$ cat config.mk
export PLATFORM = sky130hd
export DESIGN_NAME = mvu_mem_port_arbiter
export DESIGN_NICKNAME = d
export VERILOG_FILES = /design/src/rtl/mvu_pkg.sv /design/src/rtl/mvu_rr_pick.sv /design/src/rtl/mvu_mem_port_arbiter.sv
export SDC_FILE = /design/constraint.sdc
export NUM_CORES = 1
export LEC_CHECK = 0
export ABC_CLOCK_PERIOD_IN_PS = 3450
export BUFFER_PORTS_ARGS = -buffer_cell sky130_fd_sc_hd__buf_2
export CORE_AREA = 2 2 137 139
export DETAILED_ROUTE_END_ITERATION = 8
export DIE_AREA = 0 0 139 141
export PLACE_DENSITY = 0.42
export SYNTH_ARGS = -nofsm -noshare
export SYNTH_HDL_FRONTEND = slang
export SYNTH_SLANG_ARGS = --single-unit
$ cat constraint.sdc
create_clock -name clk_i -period 3.45 [get_ports clk_i]
set_input_delay 0.345 -clock clk_i [delete_from_list [all_inputs] [get_ports clk_i]]
set_output_delay 0.345 -clock clk_i [all_outputs]
set_load 0.005 [all_outputs]
$ cat src/rtl/mvu_pkg.sv
// mvu_pkg: shared types and constants for the MVU memory port arbiter
package mvu_pkg;
  typedef enum logic {IDLE, HOLD} arb_state_e;
  localparam int ArbCntWidth = 4;
endpackage

$ cat src/rtl/mvu_rr_pick.sv
// mvu_rr_pick: rotate-and-priority-encode; first set bit of req & ~excl at or after start, wrapping modulo N
module mvu_rr_pick #(
  parameter int N = 3,
  parameter int W = (N > 1) ? $clog2(N) : 1
) (
  input  logic [N-1:0] req,
  input  logic [W-1:0] start,
  input  logic [N-1:0] excl,
  output logic [W-1:0] idx,
  output logic         valid
);
  logic [N-1:0] m;
  logic [W:0]   s;
  assign m = req & ~excl;
  // Scanning from the far end lets the candidate nearest to start overwrite the others.
  always_comb begin
    idx   = '0;
    valid = 1'b0;
    s     = '0;
    for (int i = N - 1; i >= 0; i--) begin
      s = {1'b0, start} + (W+1)'(i);
      s = (s >= (W+1)'(N)) ? s - (W+1)'(N) : s;
      if (m[s[W-1:0]]) begin
        idx   = s[W-1:0];
        valid = 1'b1;
      end
    end
  end
endmodule

$ cat src/rtl/mvu_mem_port_arbiter.sv
// mvu_mem_port_arbiter: N-requester arbiter onto one single-port SRAM with one-cycle read latency
// Define MVU_MEM_ARB_FIXED_PRIO_EN for fixed lowest-index priority instead of round-robin with burst hold.
module mvu_mem_port_arbiter
  import mvu_pkg::*;
#(
  parameter int NumReq    = 3,
  parameter int AddrWidth = 32,
  parameter int DataWidth = 32,
  parameter int MaxBurst  = 4
) (
  input  logic                                 clk_i,
  input  logic                                 rst_i,
  input  logic [NumReq-1:0]                    req_i,
  input  logic [NumReq-1:0]                    we_i,
  input  logic [NumReq-1:0][AddrWidth-1:0]     addr_i,
  input  logic [NumReq-1:0][DataWidth/8-1:0]   be_i,
  input  logic [NumReq-1:0][DataWidth-1:0]     wdata_i,
  output logic [NumReq-1:0]                    gnt_o,
  output logic [NumReq-1:0]                    rvalid_o,
  output logic [DataWidth-1:0]                 rdata_o,
  output logic                                 mem_req_o,
  output logic                                 mem_we_o,
  output logic [AddrWidth-1:0]                 mem_addr_o,
  output logic [DataWidth/8-1:0]               mem_be_o,
  output logic [DataWidth-1:0]                 mem_wdata_o,
  input  logic [DataWidth-1:0]                 mem_rdata_i
);
  localparam int IdxW = (NumReq > 1) ? $clog2(NumReq) : 1;
  logic [IdxW-1:0] pick_idx, gnt_idx, sel, rsp_idx_q;
  logic            pick_valid, gnt_valid, rsp_v_q;
`ifdef MVU_MEM_ARB_FIXED_PRIO_EN
  mvu_rr_pick #(.N(NumReq), .W(IdxW)) u_pick (
    .req   (req_i),
    .start ('0),
    .excl  ('0),
    .idx   (pick_idx),
    .valid (pick_valid)
  );
  assign gnt_idx   = pick_idx;
  assign gnt_valid = pick_valid & ~rst_i;
`else
  arb_state_e             state_q, state_d;
  logic [IdxW-1:0]        last_q, owner_q, owner_d, start;
  logic [ArbCntWidth-1:0] cnt_q, cnt_d;
  logic [NumReq-1:0]      owner_mask, excl;
  logic                   others, at_max, keep;
  assign owner_mask = NumReq'(1) << owner_q;
  assign excl       = (state_q == HOLD) ? owner_mask : '0;
  assign start      = (last_q == IdxW'(NumReq - 1)) ? '0 : last_q + IdxW'(1);
  mvu_rr_pick #(.N(NumReq), .W(IdxW)) u_pick (
    .req   (req_i),
    .start (start),
    .excl  (excl),
    .idx   (pick_idx),
    .valid (pick_valid)
  );
  // The owner keeps the port unless it drops req or has used its burst while someone else waits.
  always_comb begin
    others    = |(req_i & ~owner_mask);
    at_max    = cnt_q >= ArbCntWidth'(MaxBurst);
    keep      = (state_q == HOLD) && req_i[owner_q] && !(at_max && others);
    gnt_idx   = keep ? owner_q : pick_idx;
    gnt_valid = !rst_i && (keep || pick_valid);
    state_d   = gnt_valid ? HOLD : IDLE;
    owner_d   = gnt_valid ? gnt_idx : owner_q;
    cnt_d     = !gnt_valid ? '0 : !keep ? ArbCntWidth'(1) : at_max ? cnt_q : cnt_q + ArbCntWidth'(1);
  end
  always_ff @(posedge clk_i) begin
    if (rst_i) begin
      state_q <= IDLE;
      owner_q <= '0;
      cnt_q   <= '0;
      last_q  <= IdxW'(NumReq - 1);
    end else begin
      state_q <= state_d;
      owner_q <= owner_d;
      cnt_q   <= cnt_d;
      last_q  <= gnt_valid ? gnt_idx : last_q;
    end
  end
`endif
  // With no grant the payload mux stays on the last granted requester.
  assign sel         = gnt_valid ? gnt_idx : rsp_idx_q;
  assign gnt_o       = gnt_valid ? NumReq'(1) << gnt_idx : '0;
  assign mem_req_o   = gnt_valid;
  assign mem_we_o    = gnt_valid & we_i[gnt_idx];
  assign mem_be_o    = gnt_valid ? be_i[gnt_idx] : '0;
  assign mem_addr_o  = addr_i[sel];
  assign mem_wdata_o = wdata_i[sel];
  assign rvalid_o    = (rsp_v_q && !rst_i) ? NumReq'(1) << rsp_idx_q : '0;
  assign rdata_o     = mem_rdata_i;
  always_ff @(posedge clk_i) begin
    if (rst_i) begin
      rsp_v_q   <= 1'b0;
      rsp_idx_q <= '0;
    end else begin
      rsp_v_q   <= gnt_valid;
      rsp_idx_q <= sel;
    end
  end
endmodule

==> impl_metrics.json, run 1 <==
{
  "fin_crit_sh_pct": 93.1,
  "htreeDepth": 1,
  "clk_latency_ns": 0.23,
  "cts.sink_count": 10,
  "syn_inst": 273,
  "ant_nets": 0,
  "grtUsageTotal_pct": 10.1,
  "yosysSeqAreaShare_pct": 7.09,
  "hold_slack_ns": 0.437,
  "start_kind": "flop",
  "synth_edf_count": 0,
  "dp_slack_ns": 0.385,
  "drc": 0,
  "grt_antenna_before_repair": 0,
  "ys_seq_elements": 10,
  "io-pin-count": 352,
  "min_path_type": "input port to flop",
  "initialDrtViolationCount": 104,
  "start_util_pct": 15.5,
  "path_max_fanout": 40,
  "fp.dieArea_um2": 19600,
  "synthesis.nets": 518,
  "ys_async_sr_fraction_pct": 0,
  "required_ns": 3.11,
  "grt_max_degree": 42,
  "post-route-min-period_ns": 3.21,
  "maxCapViolCount": 0,
  "viasPerCell": 4.17,
  "end_kind": "primary output",
  "cts_tree": "done",
  "clk_pin_slew_ns": 0.04,
  "slowest_stage": "o311ai_4",
  "final_critical_path_setup_slack_ns": 0.238,
  "grt_first_pass_wirelength_um": 16100,
  "tns_ns": 0,
  "worstMarginPinSlew_ns": 0.708,
  "dieWidth_um": 139,
  "power_leakage_nw": 2.34,
  "final_cells": 746,
  "power_density_nw_per_um2": 281,
  "critical_path.max_stage_delay_ns": 0.43,
  "root_buffer": "clkbuf_16",
  "first_global_vias": 2996,
  "numCtsBuffers": 3,
  "syn_area_um2": 2820,
  "core_area_um2": 18300,
  "dr_total_vias": 3114,
  "skew_ns": 0.000884,
  "max_slew_margin_pct": 52.8,
  "dr.pass1.iters": 4,
  "dp_hpwl_um": 9540,
  "core.rowCount": 50,
  "crit_chain": "nand2b_1, a211oi_2, o311ai_4, mux2_4, mux2i_4, buf_12, mux2i_1, o2bb2ai_2, buf_2",
  "grt_overflow": 0,
  "regArea_um2": 203,
  "drive_gt1_share_pct": 72.7,
  "multiInputGateArea_um2": 2090,
  "hold_viol": 0,
  "clockBufferDepth": 2,
  "area_growth_syn_to_layout_pct": 50.1,
  "diodes": 0,
  "avgSynthCellArea_um2": 10.3,
  "place_congestion": 1.00,
  "crit_type": "flop to primary output",
  "die_y_um": 141,
  "drv_slew": 0,
  "dp.cells": 742,
  "rsz0062_at_grt": "no",
  "drt-total-wl_um": 11200,
  "num-fill-cells": 2023,
  "status": "completed",
  "avgRoutedWirePerCell_um": 15.1,
  "yosysWarnings": 0,
  "fmax_mhz": 311,
  "fin_nets": 758,
  "io_buffers": 287,
  "setup_violations": 0,
  "synthFlopType": "dfxtp_1",
  "ys_types": 39,
  "ir_drop_mv": 0.174,
  "arrival_ns": 2.87
}
-- Yosys cell counts (all sizes together), types with 2 or more instances --
library cell   n  area share (%)
inv            3            0.40
nor4bb         2            0.71
a31oi          2            0.44
a22oi          5             1.3
clkbuf         6             1.1
buf           55              17
nor3           6             1.5
mux2i         68              25
nand2b         2            0.44
o21ai          4            0.71
nor2           9             1.2
a21oi          9             1.6
and2           3            0.75
o2bb2ai       64              33
nand2          9             1.2
nor2b          3            0.66
dfxtp         10             7.1
mux2           3             1.6
-- logic make-up after synthesis --
kind of cell	count (synthesis)	synth area share (%)
xor+xnor	1	0.310
mux	71	26.2
fa+ha+maj	1	0.443
simple gates	37	7.23
buf+inv	64	19.0
flops	10	7.09
compound gates	89	39.8
-- power by group --
group	total (W)	switching [W]	internal (W)
Clock	0.000225	0.0000508	0.000174
Combinational	0.000828	0.000411	0.000417
Sequential	0.000138	0.0000139	0.000124
-- per-layer routing --
layer	up-vias	share of wire [%]	global-route usage (%)
met5	-	0	0
met4	0	1.2	1.75
met3	14	9.4	3.06
met2	187	52	18.8
met1	1422	38	11.4
li1	1491	-	-
-- state kept, by name, summed over array words and instances, names as in the netlist --
name and cells:
last_q 2, cnt_q 4, owner_q 1, state_q 1, rsp_idx_q 2
-- area by class of cell --
cell class	instances	share of cell area, %
clock buffers	4	2.10
repair buffers	296	36.7
multi-input cells	199	49.3
well taps	234	6.91
inverters	3	0.266
flip-flops and latches	10	4.78
-- timing repair --
action | 4_1_cts | 5_1_grt
resized for setup | 0 | 2
setup buffers | 0 | 0
hold buffers | 0 | 0
endpoints found under the setup margin | 0 | 15
-- critical path, delay by kind of cell, from the launching register on --
family | cells | cell delay, ns
simple gates | 1 | 0.15
flops | 1 | 0.41
compound gates | 3 | 0.63
buf+inv | 2 | 0.45
mux | 3 | 0.93
-- cells in the final DEF (no fill, tap or decap), types with 2 or more instances in the layout --
cell type	synthesis	final
nor3_1	5	5
nor2_1	9	9
nor2b_1	3	3
o2bb2ai_2	60	60
nor4bb_1	2	2
o2bb2ai_1	4	4
clkbuf_16	0	3
dfxtp_2	0	2
and2_1	2	2
o21ai_0	3	3
a22oi_1	5	5
buf_2	8	287
inv_1	2	2
a31oi_1	2	2
mux2_4	3	3
dfxtp_1	10	8
mux2i_1	67	67
buf_4	32	5
nand2_1	9	9
buf_12	5	4
a21oi_1	9	9
nand2b_1	2	2
-- worst paths after layout --
check                                from                       to  slack [ns]  cells after the start
hold / removal                      rst_i  rsp_idx_q[1]$_SDFF_PP0_        0.44                      2
hold reg to reg     cnt_q[3]$_SDFFE_PP0N_    cnt_q[3]$_SDFFE_PP0N_        0.48                      2
setup / recovery  owner_q[1]$_SDFFE_PP0P_          mem_wdata_o[16]        0.24                      9
setup reg to reg  owner_q[1]$_SDFFE_PP0P_  rsp_idx_q[1]$_SDFF_PP0_        1.29                      7
-- stage by stage --
stage	util, %	instance area, µm²	power [W]
CTS	23.2	4230	0.00121
finish	23.2	4240	0.00119
detailed placement	22.7	4150	0.000978
global route	23.2	4240	0.00127
floorplan	-	2820	0.000679
global placement	22.7	4150	0.000971
No activity file was read; power rests on OpenSTA's default activity.
==> run 2, diff against run 1 <==
Settings changed: REMOVE_ABC_BUFFERS set to 1.
==> run 2 against run 1 <==
Compared with the run above:
- count of clock-buffer cells in the layout did not move
- die area is the same
- sequential power is essentially flat
- critical path type unchanged
- largest power group unchanged
==> impl_metrics.json, run 2 (synthesized netlist as in run 1, its figures left out) <==
{
  "numCtsBuffers": 3,
  "worstMarginPinSlew_ns": 0.535,
  "status": "completed",
  "finish.instance_area_um2": 4240,
  "place_congestion": 0.808,
  "layout_common_cells": "buf_2, mux2i_1, o2bb2ai_2",
  "clockBufferDepth": 2,
  "root_buffer": "clkbuf_16",
  "maxCapViolCount": 0,
  "die_y_um": 141,
  "dr.pass1.iters": 4,
  "required_ns": 3.11,
  "hold_slack_ns": 0.432,
  "placed_cell_area_um2": 4110,
  "end_kind": "primary output",
  "cts_tree": "done",
  "drv_slew": 0,
  "start_util_pct": 15.5,
  "avgRoutedWirePerCell_um": 16.8,
  "largest_reg_flops": 4,
  "max_slew_margin_pct": 64.3,
  "clk_latency_ns": 0.24,
  "path_common_cell": "mux2_4",
  "fp.dieArea_um2": 19600,
  "htreeDepth": 1,
  "top_regs": "cnt_q: 4 flops, last_q: 2 flops, rsp_idx_q: 2 flops",
  "initialDrtViolationCount": 61,
  "fmax_mhz": 304,
  "min_path_type": "input port to flop",
  "hold_viol": 0,
  "ir_drop_mv": 0.226,
  "crit_chain": "mux2_4, nor3_4, o311ai_4, mux2_4, mux2i_4, buf_12, mux2i_1, o2bb2ai_2, buf_2",
  "critPathTopFamily": "multiplexers",
  "power_leakage_nw": 2.33,
  "drive_gt1_share_pct": 72.5,
  "ctsHoldBuffers": 0,
  "grt_max_degree": 65,
  "dp_hpwl_um": 10300,
  "grtUsageTotal_pct": 11.4,
  "cts.sink_count": 10,
  "io_buffers": 287,
  "core.rowCount": 50,
  "ant_nets": 0,
  "core_area_um2": 18300,
  "post-route-min-period_ns": 3.29,
  "path_max_fanout": 32,
  "grt_first_pass_wirelength_um": 17700,
  "fin_nets": 756,
  "swShare_pct": 40.0,
  "intPower_w": 0.000715,
  "start_kind": "flop",
  "setup_violations": 0,
  "dr_total_vias": 3144,
  "switchingPower_w": 0.000477,
  "top_register": "cnt_q",
  "first_global_vias": 3132,
  "drt-total-wl_um": 12500,
  "fin_crit_sh_pct": 95.3,
  "pwr-share-comb_pct": 69.1,
  "crit_type": "flop to primary output",
  "clk_pin_slew_ns": 0.04,
  "grt_overflow": 0,
  "io-pin-count": 352,
  "seqPwrFrac_pct": 11.4,
  "slowest_stage": "dfxtp_1",
  "arrival_ns": 2.94,
  "viasPerCell": 4.21,
  "critPathBufInv": 2,
  "p_clk_share_pct": 19.4,
  "rsz0062_at_grt": "no",
  "dieWidth_um": 139,
  "post_cts_buffers": 0,
  "final_common_cell": "buf_2",
  "critical_path.max_stage_delay_ns": 0.48,
  "power_density_nw_per_um2": 281,
  "ctsResizeCount": 0,
  "drc": 0,
  "area_growth_syn_to_layout_pct": 50.4,
  "skew_ns": 0.00313,
  "grt_antenna_before_repair": 2
}
run 2: final timing paths:
path | depth (start not counted) | slack, ns | to | startpoint
worst max-delay path | 9 | 0.16 | mem_wdata_o[1] | owner_q[1]$_SDFFE_PP0P_
worst min-delay path | 2 | 0.43 | last_q[0]$_SDFFE_PP0P_ | rst_i
worst min register to register | 2 | 0.49 | cnt_q[3]$_SDFFE_PP0N_ | cnt_q[3]$_SDFFE_PP0N_
worst max register to register | 7 | 1.10 | rsp_idx_q[0]$_SDFF_PP0_ | last_q[0]$_SDFFE_PP0P_
run 2: through the flow:
step                TNS [ns]  total power [W]  worst slack, ns  utilization [%]  cells
detailed placement         0         0.000955            0.358             22.5    739
floorplan             -71.70         0.000577            -1.16                -    212
CTS                        0          0.00119           0.0995             23.0    743
global placement           0         0.000947            0.392             22.5    739
global route               0          0.00128           0.0167             23.2    746
finish                     0          0.00119            0.163             23.2    746
run 2: layer usage:
metal	global-route usage (%)	vias to the layer above	routed length (µm)
met5	1.25	-	0
met1	13.3	1439	4850
met3	5.71	10	1560
met2	19.1	199	5990
li1	-	1496	-
met4	2.13	0	97
run 2: layout make-up:
cell class              count  area (µm²)
inverters                   3        11.3
clock buffers               4        88.8
well taps                 234         293
diodes                      2        5.00
flip-flops and latches     10         200
multi-input cells         199        2090
repair buffers            294        1550
fillers                  2051       14000
run 2: power by group through the flow:
stage / clock network [W] / logic, W / registers (W)
2_1_floorplan: 0 / 0.000442 / 0.000135
3_3_place_gp: 0 / 0.000809 / 0.000138
3_5_place_dp: 0 / 0.000816 / 0.000138
4_1_cts: 0.000238 / 0.000820 / 0.000136
5_1_grt: 0.000244 / 0.000901 / 0.000138
6_report: 0.000232 / 0.000825 / 0.000136
run 2: worst reg2reg max path: stages, from the launching register on:
cell,delay (ns)
dfxtp_1,0.55
nand2b_1,0.12
a211oi_2,0.30
o311ai_4,0.19
o2bb2a_4,0.32
mux2_4,0.19
buf_4,0.44
nor2b_1,0.19
